File: config.mk
export PLATFORM = sky130hd
export DESIGN_NAME = serial_word_rx
export DESIGN_NICKNAME = d
export VERILOG_FILES = /design/src/rtl/serial_word_rx.sv
export SDC_FILE = /design/constraint.sdc
export NUM_CORES = 1
export LEC_CHECK = 0
export CAP_MARGIN = 20
export CORE_MARGIN = 3
export CORE_UTILIZATION = 56
export CTS_CLUSTER_SIZE = 12
export DETAILED_ROUTE_END_ITERATION = 8
export HOLD_SLACK_MARGIN = 0.03
export PLACE_DENSITY_LB_ADDON = 0.15
export SLEW_MARGIN = 0
export SYNTH_ARGS = -nofsm -noshare
export SYNTH_HDL_FRONTEND = slang
export SYNTH_SLANG_ARGS = --single-unit
File: constraint.sdc
create_clock -name clk -period 3.2 [get_ports clk]
set_input_delay 0.48 -clock clk [delete_from_list [all_inputs] [get_ports clk]]
set_output_delay 0.48 -clock clk [all_outputs]
set_load 0.03 [all_outputs]
File: src/rtl/serial_word_rx.sv
// Self-timed serial word receiver: frames open on a rising serial_en, bits are sampled
// mid-period and packed LSB-first into words offered on a valid/ready output slot.
module serial_word_rx #(
    parameter int DATA_WIDTH = 32,
    parameter int DIV_WIDTH  = 8,
    parameter int CNT_WIDTH  = 8
) (
    input  logic                          clk,
    input  logic                          rst,
    input  logic                          enable,
    input  logic                          serial_in,
    input  logic                          serial_en,
    input  logic [DIV_WIDTH-1:0]          clk_div,
    input  logic [$clog2(DATA_WIDTH):0]   width,
    output logic [DATA_WIDTH-1:0]         word_data,
    output logic                          word_valid,
    input  logic                          word_ready,
    output logic                          frame_done,
    output logic [CNT_WIDTH-1:0]          word_count,
    output logic                          overrun,
    output logic                          err_partial
);

    localparam int BW = $clog2(DATA_WIDTH);
    localparam logic IDLE = 1'b0;
    localparam logic RECV = 1'b1;

    // Output handshake: a word moves on every cycle where word_valid & word_ready are
    // both high; word_data is held while word_valid & ~word_ready.
    logic                  state;
    logic                  serial_en_d;
    logic [DIV_WIDTH-1:0]  clk_div_r;
    logic [BW-1:0]         width_r;
    logic [DIV_WIDTH-1:0]  clk_cnt;
    logic [BW-1:0]         bit_cnt;
    logic [DATA_WIDTH-1:0] shift_r;

    logic                  en_rise;
    logic                  start;
    logic                  in_recv;
    logic [BW-1:0]         width_clamped;
    logic [DIV_WIDTH-1:0]  cur_div;
    logic [DIV_WIDTH-1:0]  cur_cnt;
    logic [BW-1:0]         cur_width;
    logic [BW-1:0]         cur_bit;
    logic [DATA_WIDTH-1:0] cur_shift;
    logic [CNT_WIDTH-1:0]  cur_wc;
    logic [DATA_WIDTH-1:0] assembled;
    logic                  sample;
    logic                  got_bit;
    logic                  word_done;
    logic                  frame_end;
    logic                  slot_free;

    // The en_rise cycle is already clk_cnt=0 of bit 0, so with clk_div<=1 the first
    // sample falls in that cycle; the cur_* views use the live inputs there.
    always_comb begin
        en_rise       = serial_en & ~serial_en_d;
        start         = (state == IDLE) & enable & en_rise;
        in_recv       = (state == RECV) & enable;
        width_clamped = (width > (BW+1)'(DATA_WIDTH - 1)) ? BW'(DATA_WIDTH - 1) : width[BW-1:0];
        cur_div       = start ? clk_div : clk_div_r;
        cur_cnt       = start ? '0 : clk_cnt;
        cur_width     = start ? width_clamped : width_r;
        cur_bit       = start ? '0 : bit_cnt;
        cur_shift     = start ? '0 : shift_r;
        cur_wc        = start ? '0 : word_count;
        sample        = (start | in_recv) & (cur_cnt == (cur_div >> 1));
        got_bit       = sample & serial_en;
        word_done     = got_bit & (cur_bit == cur_width);
        frame_end     = in_recv & sample & ~serial_en;
        slot_free     = ~word_valid | word_ready;
        assembled          = cur_shift;
        assembled[cur_bit] = serial_in;
    end

    always_ff @(posedge clk) begin
        if (rst) begin
            state       <= IDLE;
            serial_en_d <= 1'b0;
            clk_div_r   <= '0;
            width_r     <= '0;
            clk_cnt     <= '0;
            bit_cnt     <= '0;
            shift_r     <= '0;
            word_data   <= '0;
            word_valid  <= 1'b0;
            frame_done  <= 1'b0;
            word_count  <= '0;
            overrun     <= 1'b0;
            err_partial <= 1'b0;
        end else begin
            serial_en_d <= serial_en;
            frame_done  <= frame_end;

            if (start) begin
                state       <= RECV;
                clk_div_r   <= clk_div;
                width_r     <= width_clamped;
                bit_cnt     <= '0;
                shift_r     <= '0;
                word_count  <= '0;
                overrun     <= 1'b0;
                err_partial <= 1'b0;
            end

            if (start | in_recv)
                clk_cnt <= (cur_cnt == cur_div) ? '0 : cur_cnt + 1'b1;

            if (got_bit) begin
                if (word_done) begin
                    bit_cnt    <= '0;
                    shift_r    <= '0;
                    word_count <= (&cur_wc) ? cur_wc : cur_wc + 1'b1;
                end else begin
                    bit_cnt <= cur_bit + 1'b1;
                    shift_r <= assembled;
                end
            end

            if (frame_end) begin
                state <= IDLE;
                if (bit_cnt != '0)
                    err_partial <= 1'b1;
            end

            // Dropping enable abandons the frame silently; flags stay as they are.
            if ((state == RECV) && !enable)
                state <= IDLE;

            if (word_done && slot_free) begin
                word_data  <= assembled;
                word_valid <= 1'b1;
            end else if (word_done) begin
                overrun <= 1'b1;
            end else if (word_valid && word_ready) begin
                word_valid <= 1'b0;
            end
        end
    end

endmodule

**Word-level counts from Yosys, hierarchy flattened**

Cells that the tools add are included.
Widths: inputs -> output; s select.

- Register bits after elaboration: 104
- Logic and storage cells: 75

- Order comparisons: 3
- Bitwise logic cells: 15
- Equality and inequality tests: 4
- Add/sub/neg operators: 3
- Reductions and logical operators: 10
- Multiplexer cells: 27

Operators with widths:

| kind | count |
|---|---|
| $mux 32 | 3 |
| $mux 8 | 7 |
| $bwmux 32 | 1 |
| $mux 5 | 5 |
| $add 8x1->8 const B | 2 |
| $mux 1 | 10 |
| $and 1x1->1 | 9 |
| $eq 8x7->1 | 1 |
| $eq 8x8->1 | 1 |
| $reduce_and 8->1 | 1 |
| $gt 6x5->1 const B | 1 |
| $lt 5x6->1 const B | 1 |
| $add 5x1->5 const B | 1 |
| $demux 1 s5 | 1 |
| $eq 5x5->1 | 1 |
| $ge 5x1->1 const B | 1 |
| $reduce_bool 5->1 | 1 |
| $logic_and 1x1->1 | 4 |
| $not 1->1 | 4 |
| $reduce_or 3->1 | 1 |
| $ne 2x1->1 const B | 1 |
| $or 1x1->1 | 2 |
| $reduce_and 2->1 | 1 |
| $reduce_bool 2->1 | 1 |
| $logic_not 1->1 | 1 |

**Logic depth before layout (Yosys ltp)**

Gate-level depths: netlist (run 1).

- Word-level depth: 11
- Mapped depth: 13
- Depth with buffers taken out: 9

**Worst setup path before layout (run 1)**

OpenSTA, ideal clock, no wires.

- Kind: input -> register
- From: input port enable
- To: register word_data[1]
- Data arrival time: 2.618 ns
- Setup slack: 0.491 ns
- Stages: 11
- Cell sequence: nand4bb_1 > buf_2 > clkbuf_1 > buf_1 > nand2_1 > inv_1 > ha_1 > clkbuf_1 > clkbuf_1 > a32oi_1 > a311oi_1

- Cells in the longest elaborated chain, start to end: 8
- Elaborated cells on any way between the ends: 21

RTL lines:

| element | RTL line | RTL |
|---|---|---|
| start, declared | 10 | `input logic enable,` |
| $and 1x1->1 (2 in series) | 59 | `start = (state == IDLE) & enable & en_rise;` |
| $mux 5, or another cell as far along | -- |  |
| $lt 5x6->1 (implied by the code), or another cell as far along | 74 | `assembled[cur_bit] = serial_in;` |
| $logic_and 1x1->1 (implied by the code) or $and 1x1->1 (tied branches) | 74, 68 |  |
| $mux 1 (implied by the code) or $and 1x1->1 (tied branches) | 74, 69 |  |
| $demux 1 s5 or $and 1x1->1 (tied branches) | 74, 70 |  |
| $bwmux 32 or $logic_and 1x1->1 (tied branches) | 74, 131 |  |
| end signal, assigned | 132 | `word_data <= assembled;` |
| end, declared | 15 | `output logic [DATA_WIDTH-1:0] word_data,` |

Several ways; a longest one is shown, not always the timed one.
A chain may end at the register's enable or synchronous reset.

**Worst setup path in the final report (run 1)**

- From: input port enable
- To: register bit_cnt[3]

- Cells in the longest elaborated chain, start to end: 9
- Elaborated cells on any way between the ends: 16

RTL lines:

| element | RTL line | RTL |
|---|---|---|
| $and 1x1->1 (2 in series) | 59 |  |
| $mux 8, on equally long branches | -- |  |
| $eq 8x7->1 | 68 | `sample = (start \| in_recv) & (cur_cnt == (cur_div >> 1));` |
| $and 1x1->1 | 68 |  |
| $and 1x1->1 | 69 | `got_bit = sample & serial_en;` |
| $and 1x1->1 | 70 | `word_done = got_bit & (cur_bit == cur_width);` |
| $mux 5 | 111 | `if (word_done) begin` |
| $mux 5 * | 110 | `if (got_bit) begin` |
| end signal, assigned | 116 | `bit_cnt <= cur_bit + 1'b1;` |
| end, declared | 35 | `logic [BW-1:0] bit_cnt;` |

Every way passes the cells marked *; elsewhere a longest branch is shown, timed or not.

==> results.tsv, run 1 <==
stage	metric	value	unit
run	MaxCap Viol Count	0	
power	Seq pwr share	0.507	
yosys	Synth Instances	668	
worst_setup_path	startpoint types	primary input	
timing	post-layout minimum cycle time	2.72	ns
grt	global-route wire length before repair	23.8	mm
grt	GRT Max-Usage Layer	met2	
yosys	synth unique cells	50	
grt	Total Routing Usage GR	0.261	
clock_network	hold buffer count at cts	0	
yosys	count leader, synth	a21oi_1	
worst_setup_path	worst path arrival time	3.04	ns
yosys	FFs w/ async S/R, synth	0	
floorplan	Initial Utilization	0.594	
layout	fin area	6360	um^2
power	switch share	0.240	
timing	Final Slew Violations	0	
floorplan	DIE AREA	10700	um^2
worst_setup_path	CP endpoint kind	flop	
clock_network	Worst-path clk slew	0.10	ns
drt	DR vias/cell	6.28	
drt	drt drc	0	
yosys	Mapped Area	5330	um^2
clock_network	CTS tree	done	
grt	total global routing overflow	0	
yosys	synth cell count leaders	106 x a21oi_1, 104 x dfxtp_1, 69 x nand2_1	
timing	Hold Violations, Final	0	
yosys	Yosys warning total	0	
power	net switching power	627	uW
timing	worst rel slew slack	0.304	
timing	final worst path period share	0.851	
worst_setup_path	Worst Path Required	3.51	ns
yosys	Yosys reg bits	104	
floorplan	die width	104	um
yosys	post-synthesis sequential area ratio	0.390	
timing	setup repair after global routing missed its margin	false	
clock_network	clock sinks	104	
power	P_leak	2.02	nW
yosys	top_reg_cell synth	dfxtp_1	
grt	met2 global-route usage	0.439	
yosys	Post-synth EDFFs	0	
floorplan	Core Area	8980	um^2
timing	Hold Slack	0.468	ns
yosys	syn_nets	694	
layout	nets@finish	728	
drt	Starting DRT DRC Count	416	
placement	DP Wirelength	9.77	mm
power	proportion of power drawn by combinational gates	0.094	
floorplan	Rows	34	
placement	number of port buffers	63	
placement	post-place setup slack	0.113	ns
layout	end-of-flow core utilization	0.708	
yosys	ranking of synthesized cells by area	dfxtp_1 39%, a21oi_1 9.9%, nand2_1 4.9%	
timing	fmax	0.367	GHz
hold_path	Hold WC Path Type	reg2reg	
layout	area grow syn2layout	19.2	%
grt	met1 Use GR	0.349	
clock_network	Clock Root Buffer	clkbuf_8	
worst_setup_path	CP Cell Sequence	clkdlybuf4s50_1 -> nand4bb_4 -> or3_1 -> o41ai_4 -> buf_4 -> nand3_1 -> or3_1 -> a21oi_1	
clock_network	CTS Buf Count	9	
layout	Post-Layout Cell Count	833	
drt	vias	5234	
clock_network	cts repair resizes	0	
clock_network	clock buffer depth	2	
timing	Final Setup Violations	0	
worst_setup_path	WS Path Type	in2reg	
clock_network	postcts setup bufs	0	
placement	post-placement cell count	817	
power	P per Cell Area	411	nW/um^2
worst_setup_path	Most common cell on crit path	or3_1	
power	Peak VDD IR	0.344	mV
grt	met3 Usage GRT	0.0423	
layout	layout cells sized above 1	0.100	
power	power share of the clock group	0.399	
worst_setup_path	slowest cell on the critical path	clkdlybuf4s50_1	
placement	Post-DP Area	6090	um^2
grt	vias in the first global route	4911	
floorplan	# IOs	64	
yosys	area leader, netlist	dfxtp_1	
timing	fin worst setup slack	0.478	ns
yosys	Mean Syn Cell Area	7.98	um^2
layout	antenna cell count	0	
grt	largest net degree at the start of global routing	59	
clock_network	clock latency on the worst-skew pair	0.38	ns
power	Int Pwr	1.99	mW
drt	DRT antenna net count	0	
placement	gp weighted congestion	0.933	
grt	initial antenna violation count	0	
timing	Slew @ Worst Pin	1.04	ns
clock_network	Max H-tree Level	3	
drt	DR WL/cell	17.2	um
yosys	top cell type's share of synthesized area	0.390	
outcome	status	finished clean	
drt	Total Wirelength	14.3	mm
floorplan	die height	104	um
power	Final Total Pwr	2.61	mW
drt	first drt pass iteration count	5	
timing	clk_skew	0.0135	ns
worst_setup_path	critical path peak fanout	13	
timing	TNS Setup	0	ns
worst_setup_path	max incr delay on CP	0.56	ns
[worst max-delay path, delay by kind of cell]
family,cells,cell delay (ns)
buf+inv,2,0.78
simple gates,4,1.53
compound gates,2,0.24
[logic make-up (layout without fill, tap and decap cells)]
| kind of cell | count (synthesis) | count (layout) | synth area share |
|---|---|---|---|
| muxes | 4 | 4 | 0.00774 |
| adders and majority gates | 6 | 6 | 0.0141 |
| and+or+nand+nor | 245 | 245 | 0.238 |
| AOI/OAI and AO/OA | 209 | 209 | 0.251 |
| xor gates and xnor gates | 20 | 20 | 0.0328 |
| buffers and inverters | 80 | 119 | 0.0664 |
| DFF | 104 | 104 | 0.390 |
[placed cells by master, fill, tap and decap left out, drive strengths merged, types with 18 or more instances in the layout]
| cell | instances |
|---|---|
| a311oi | 27 |
| a21oi | 106 |
| or3 | 20 |
| nor2 | 28 |
| dfxtp | 104 |
| nand3 | 34 |
| a31oi | 21 |
| nand4 | 24 |
| clkdlybuf4s50 | 62 |
| xnor2 | 18 |
| nor3 | 27 |
| buf | 34 |
| nand2 | 69 |
[worst paths after layout]
| check | from | end | slack, ns | cells after the start |
|---|---|---|---|---|
| worst max-delay path | enable | bit_cnt[3] | 0.48 | 8 |
| worst min register to register | shift_r[0] | shift_r[0] | 0.47 | 2 |
| worst max register to register | serial_en_d | bit_cnt[3] | 0.72 | 7 |
| worst min-delay path | shift_r[0] | shift_r[0] | 0.47 | 2 |
[layout make-up]
cell class	instances	area (um^2)
Tap cell	126	158
Timing Repair Buffer	96	911
Inverter	7	26.3
Sequential cell	104	2080
Multi-Input combinational cell	484	2920
Fill cell	738	2620
Clock inverter	4	98.8
Clock buffer	12	165
[routing by layer]
layer | vias to the layer above | wire, um
li1 | 2535 | -
met1 | 2484 | 6250
met2 | 195 | 6980
met3 | 20 | 864
met4 | 0 | 226
met5 | - | 0
[registers in the layout, summed over array words and instances, names as in the netlist]
| signal | flops |
|---|---|
| frame_done | 1 |
| overrun | 1 |
| clk_cnt | 8 |
| err_partial | 1 |
| width_r | 5 |
| bit_cnt | 5 |
| word_valid | 1 |
| clk_div_r | 8 |
| serial_en_d | 1 |
| word_data | 32 |
| word_count | 8 |
| shift_r | 32 |
| state | 1 |
[power groups by stage]
stage | clock network [mW] | logic (mW) | registers [mW]
4_1_cts | 1.05 | 0.241 | 1.32
2_1_floorplan | 0 | 0.142 | 1.36
3_3_place_gp | 0 | 0.232 | 1.35
3_5_place_dp | 0 | 0.240 | 1.35
5_1_grt | 1.11 | 0.264 | 1.33
6_report | 1.04 | 0.245 | 1.32
Power figures use the tool's default switching activity.
==> run 2: changes to the inputs <==
--- a/config.mk
+++ b/config.mk
@@ -6,8 +6,8 @@
 export NUM_CORES = 1
 export LEC_CHECK = 0
 export CAP_MARGIN = 20
-export CORE_MARGIN = 3
-export CORE_UTILIZATION = 56
+export CORE_MARGIN = 1
+export CORE_UTILIZATION = 51
 export CTS_CLUSTER_SIZE = 12
 export DETAILED_ROUTE_END_ITERATION = 8
 export HOLD_SLACK_MARGIN = 0.03
==> constraint.sdc (replaced) <==
create_clock -name clk -period 2.4 [get_ports clk]
set_input_delay 0.36 -clock clk [delete_from_list [all_inputs] [get_ports clk]]
set_output_delay 0.36 -clock clk [all_outputs]
set_load 0.03 [all_outputs]
==> run 2 against run 1 <==
- largest power group unchanged
- critical endpoint is now word_data[8]
- register-to-register slack got worse by 0.56 ns
- clock power barely moved
- core utilization fell by 0.69 points
- worst setup slack got worse by 0.39 ns
- global-route usage rose by 1.9 points
- flip-flop and latch count did not move
- total power rose by 22%
- highest routed layer unchanged
- final area rose by 9.8%
- combinational power rose by 50%
==> results.tsv, run 2 (same netlist as run 1, synthesis figures left out) <==
stage	metric	value	unit
grt	Total Routing Usage GR	0.280	
hold_path	hold path start	clk_div[3]	
hold_path	Min-Delay Endpoint	clk_div_r[3]	
clock_network	Max H-tree Level	3	
floorplan	Core Area	9950	um^2
layout	commonest cells after routing, fill and taps aside	104 x dfxtp_1, 101 x a21oi_1, 90 x buf_4	
worst_setup_path	Register-to-Register Path Depth	9	
power	Peak VDD IR	0.538	mV
drt	DR vias/cell	6.11	
run	MaxCap Viol Count	0	
worst_setup_path	max incr delay on CP	0.47	ns
placement	number of port buffers	63	
timing	Final Setup Violations	0	
timing	worst rel slew slack	0.532	
worst_setup_path	slowest cell on the critical path	or4_1	
floorplan	Initial Utilization	0.536	
timing	fin worst setup slack	0.0851	ns
floorplan	die height	104	um
placement	DP Wirelength	10.0	mm
timing	fmax	0.432	GHz
worst_setup_path	Worst Path Required	2.66	ns
clock_network	Clock Root Buffer	clkbuf_8	
layout	Post-Layout Cell Count	911	
worst_setup_path	reg-to-reg endpoint	word_count[3]	
placement	post-place setup slack	-0.458	ns
hold_path	Worst Hold Depth	3	
floorplan	die width	104	um
floorplan	DIE AREA	10900	um^2
grt	largest net degree at the start of global routing	59	
floorplan	# IOs	64	
placement	gp weighted congestion	0.862	
clock_network	clock latency on the worst-skew pair	0.40	ns
worst_setup_path	CP endpoint kind	flop	
drt	Total Wirelength	15.1	mm
worst_setup_path	WS Path Type	in2reg	
clock_network	CTS Buf Count	9	
grt	total global routing overflow	0	
grt	global-route wire length before repair	24.6	mm
drt	DRT antenna net count	0	
timing	final worst path period share	0.965	
power	P_leak	2.42	nW
grt	initial antenna violation count	0	
timing	Hold Violations, Final	0	
drt	first drt pass iteration count	5	
clock_network	CTS tree	done	
worst_setup_path	startpoint types	primary input	
worst_setup_path	RR Startpoint	state	
timing	Slew @ Worst Pin	0.701	ns
clock_network	clock buffer depth	2	
drt	DR WL/cell	16.6	um
outcome	status	finished clean	
placement	post-placement cell count	889	
clock_network	clock sinks	104	
timing	setup repair after global routing missed its margin	true	
floorplan	Rows	36	
timing	Final Slew Violations	0	
layout	nets@finish	799	
drt	Starting DRT DRC Count	493	
drt	vias	5562	
power	P per Cell Area	457	nW/um^2
worst_setup_path	worst path arrival time	2.58	ns
layout	top flop regs	shift_r: 32 flops, word_data: 32 flops	
grt	vias in the first global route	5194	
timing	clk_skew	0.0175	ns
clock_network	Worst-path clk slew	0.10	ns
layout	layout cells sized above 1	0.192	
layout	fillers	803	
worst_setup_path	critical path peak fanout	13	
hold_path	Hold WC Path Type	in2reg	
worst_setup_path	reg2reg setup slack	0.16	ns
drt	drt drc	0	
layout	antenna cell count	0	
power	Final Total Pwr	3.19	mW
worst_setup_path	CP Cell Sequence	clkdlybuf4s50_1 -> or4_1 -> or3_4 -> o21ai_4 -> and4_4 -> buf_12 -> buf_16 -> buf_4 -> a311oi_1	
layout	area grow syn2layout	30.9	%
timing	post-layout minimum cycle time	2.31	ns
layout	most common cell after layout, fill and taps aside	dfxtp_1	
[run 2: cell types whose count changed in the layout (fill, tap and decap cells not counted), sizes merged, moves of 2 or more]
cell           change
clkinv             +2
clkbuf             +2
clkdlybuf4s50      -4
dlymetal6s2s       +4
bufinv             -3
buf               +69
[run 2: final cells by class]
type | count | area [um^2] | share of cell area
multi-input cells | 484 | 2950 | 0.423
clock buffers | 12 | 155 | 0.0222
repair buffers | 167 | 1570 | 0.225
flip-flops and latches | 104 | 2080 | 0.298
clock inverters | 4 | 27.5 | 0.00394
inverters | 7 | 26.3 | 0.00376
well taps | 133 | 166 | 0.0238
[run 2: critical path, delay by kind of cell]
| kind | cells | cell delay, ns |
|---|---|---|
| and+or+nand+nor | 3 | 1.18 |
| buffers and inverters | 4 | 0.82 |
| AOI/OAI and AO/OA | 2 | 0.21 |
[run 2: stage by stage]
stage          hold WS [ns]  utilization  instance area, um^2   TNS [ns]
5_1_grt               0.238        0.701                 6980  -0.000890
4_1_cts               0.402        0.688                 6840          0
3_5_place_dp          0.458        0.666                 6630     -27.30
3_3_place_gp          0.450        0.666                 6630     -23.65
6_report              0.241        0.701                 6980          0
2_1_floorplan         0.444            -                 5340   -0.00848
[run 2: routing by layer]
metal,vias to the layer above,GRT usage,wire length [um]
met5,-,0,0
met4,0,0.0918,283
met3,25,0.0633,948
met2,186,0.471,7330
met1,2670,0.354,6560
li1,2681,-,-
[run 2: worst max path at each step]
stage,startpoint,to,slack [ns]
2_1_floorplan,state,word_data[1],-0.008
5_1_grt,clk_div[4],shift_r[11],-0.0009
4_1_cts,clk_div[1],word_count[6],0.001
3_3_place_gp,clk_div[1],word_data[16],-0.35
6_report,clk_div[4],word_data[8],0.09
3_5_place_dp,clk_div[1],word_data[2],-0.46
[run 2: report_power, final]
part	leakage, nW	internal [mW]	switching, mW	total [mW]
Combinational	1.49	0.154	0.214	0.368
Sequential	0.840	1.75	0.0171	1.76
Clock	0.0967	0.437	0.625	1.06
Total	2.42	2.34	0.856	3.19
[run 2: what timing repair did]
action,CTS,global route
setup buffers,0,3
resized for setup,1,20
setup endpoints to repair,4,51
cloned,1,2
hold buffers,0,0
pin swaps,0,16
==> run 3: changes to the inputs <==
--- a/config.mk
+++ b/config.mk
@@ -7,8 +7,7 @@
 export LEC_CHECK = 0
 export CAP_MARGIN = 20
 export CORE_MARGIN = 1
-export CORE_UTILIZATION = 51
-export CTS_CLUSTER_SIZE = 12
+export CORE_UTILIZATION = 45
 export DETAILED_ROUTE_END_ITERATION = 8
 export HOLD_SLACK_MARGIN = 0.03
 export PLACE_DENSITY_LB_ADDON = 0.15
==> run 3 against run 2 <==
- combinational power increased by 3%
- first-iteration DRC count is 20% lower
- highest routed layer unchanged
- non-clock buffer count up 10
- core utilization down 7.0 points
- total power rose by 17%
- clock power rose by 51%
==> results.tsv, run 3 (same netlist as run 1, synthesis figures left out) <==
stage	metric	value	unit
worst_setup_path	max incr delay on CP	0.47	ns
worst_setup_path	startpoint types	flop	
floorplan	Rows	39	
placement	post-place setup slack	-0.552	ns
timing	Final Setup Violations	0	
clock_network	clock sinks	104	
clock_network	Max H-tree Level	3	
timing	Slew @ Worst Pin	0.663	ns
layout	area grow syn2layout	35.8	%
clock_network	Clock Root Buffer	clkbuf_16	
timing	worst rel slew slack	0.558	
clock_network	CTS tree	done	
worst_setup_path	CP Cell Sequence	nor2b_1 -> a2111o_1 -> o21ai_4 -> and4_4 -> clkbuf_16 -> a21oi_1 -> a311oi_1	
floorplan	DIE AREA	12300	um^2
placement	gp weighted congestion	0.811	
layout	layout cells sized above 1	0.203	
layout	end-of-flow core utilization	0.631	
floorplan	die height	111	um
layout	register area	2080	um^2
placement	Post-DP Area	6710	um^2
floorplan	die width	111	um
grt	Total Routing Usage GR	0.247	
placement	DP Wirelength	10.5	mm
timing	Final Slew Violations	0	
timing	Hold Violations, Final	0	
drt	Starting DRT DRC Count	392	
worst_setup_path	CP endpoint kind	flop	
grt	largest net degree at the start of global routing	59	
drt	Total Wirelength	15.5	mm
layout	commonest cells after routing, fill and taps aside	105 x a21oi_1, 104 x dfxtp_1, 99 x buf_4	
power	Final Total Pwr	3.74	mW
drt	drt drc	0	
drt	vias	5455	
hold_path	Hold WC Path Type	in2reg	
floorplan	Initial Utilization	0.465	
drt	first drt pass iteration count	5	
worst_setup_path	Worst Path Required	2.65	ns
layout	nets@finish	810	
clock_network	clock buffer depth	2	
drt	DR WL/cell	16.6	um
grt	vias in the first global route	5104	
power	P_leak	2.55	nW
timing	final worst path period share	0.965	
run	MaxCap Viol Count	0	
layout	fin area	7240	um^2
grt	initial antenna violation count	0	
layout	top flop regs	shift_r: 32 flops, word_data: 32 flops	
drt	DR vias/cell	5.85	
timing	fmax	0.432	GHz
power	P per Cell Area	517	nW/um^2
placement	number of port buffers	63	
clock_network	hold buffer count at cts	0	
clock_network	CTS Buf Count	9	
timing	clk_skew	0.00872	ns
outcome	status	finished clean	
clock_network	clock latency on the worst-skew pair	0.36	ns
worst_setup_path	critical path peak fanout	7	
layout	Multi-input gate area	2980	um^2
grt	total global routing overflow	0	
floorplan	# IOs	64	
worst_setup_path	cell class contributing the biggest share of worst-path delay	compound AO/OA/AOI/OAI gates	
drt	DRT antenna net count	0	
grt	global-route wire length before repair	24.8	mm
clock_network	Worst-path clk slew	0.07	ns
timing	post-layout minimum cycle time	2.31	ns
worst_setup_path	worst path arrival time	2.57	ns
layout	most common cell after layout, fill and taps aside	a21oi_1	
worst_setup_path	slowest cell on the critical path	dfxtp_1	
layout	fillers	1028	
layout	antenna cell count	0	
floorplan	Core Area	11500	um^2
worst_setup_path	WS Path Type	reg2reg	
worst_setup_path	Crit path buffers/inverters	1	
power	Peak VDD IR	0.379	mV
timing	fin worst setup slack	0.0850	ns
==> run 3: changes by cell type in the layout (fill, tap and decap cells not counted), sizes merged <==
| cell | before | now |
|---|---|---|
| inv | 8 | 7 |
| clkdlybuf4s50 | 58 | 56 |
| clkbuf | 14 | 13 |
| buf | 103 | 112 |
| clkinvlp | 0 | 1 |
| bufinv | 0 | 2 |
| dlymetal6s2s | 4 | 6 |
| nand4bb | 1 | 2 |
==> run 3: timing repair <==
item | 4_1_cts | 5_1_grt
endpoints found under the hold margin | 0 | 0
setup endpoints to repair | 51 | 68
gates cloned | 0 | 6
resized for setup | 8 | 12
pin swaps | 4 | 8
buffers inserted | 1 | 3
==> run 3: worst paths after layout <==
kind,start,to,slack [ns],cells past startpoint
worst max-delay path,clk_cnt[3],word_data[22],0.09,7
worst min-delay path,clk_div[1],clk_div_r[1],0.28,3
worst max register to register,clk_cnt[3],word_data[22],0.09,7
worst min register to register,overrun,overrun,0.46,2
==> run 3: stage by stage <==
stage	hold slack [ns]	cells	TNS, ns
after floorplan	0.444	668	-0.00848
after global placement	0.442	906	-28.62
after detailed placement	0.450	906	-33.01
after CTS	0.466	923	-0.0145
after global routing	0.284	932	-0.0274
final	0.277	932	0
==> run 3: worst min-delay path, stage by stage <==
cell and delay (ns):
dlymetal6s2s_1 0.13, nand2_1 0.05, a21oi_1 0.05
==> run 3: metal layers <==
metal | wire length (um) | vias to the layer above | track usage
li1 | - | 2705 | -
met1 | 7260 | 2606 | 0.328
met2 | 7410 | 127 | 0.411
met3 | 567 | 17 | 0.0344
met4 | 256 | 0 | 0.0880
met5 | 0 | - | 0
==> run 3: power breakdown <==
part | internal, mW | leakage (nW) | switching (mW) | total (mW)
sequential | 1.75 | 0.840 | 0.0172 | 1.76
clock | 0.937 | 0.158 | 0.662 | 1.60
combinational | 0.160 | 1.56 | 0.218 | 0.379
total | 2.84 | 2.55 | 0.898 | 3.74
==> run 3: area by class of cell <==
cell class | instances | area share
Clock buffer | 10 | 0.0330
Clock inverter | 6 | 0.0114
Inverter | 7 | 0.00363
Multi-Input combinational cell | 485 | 0.411
Sequential cell | 104 | 0.288
Tap cell | 143 | 0.0247
Timing Repair Buffer | 177 | 0.229
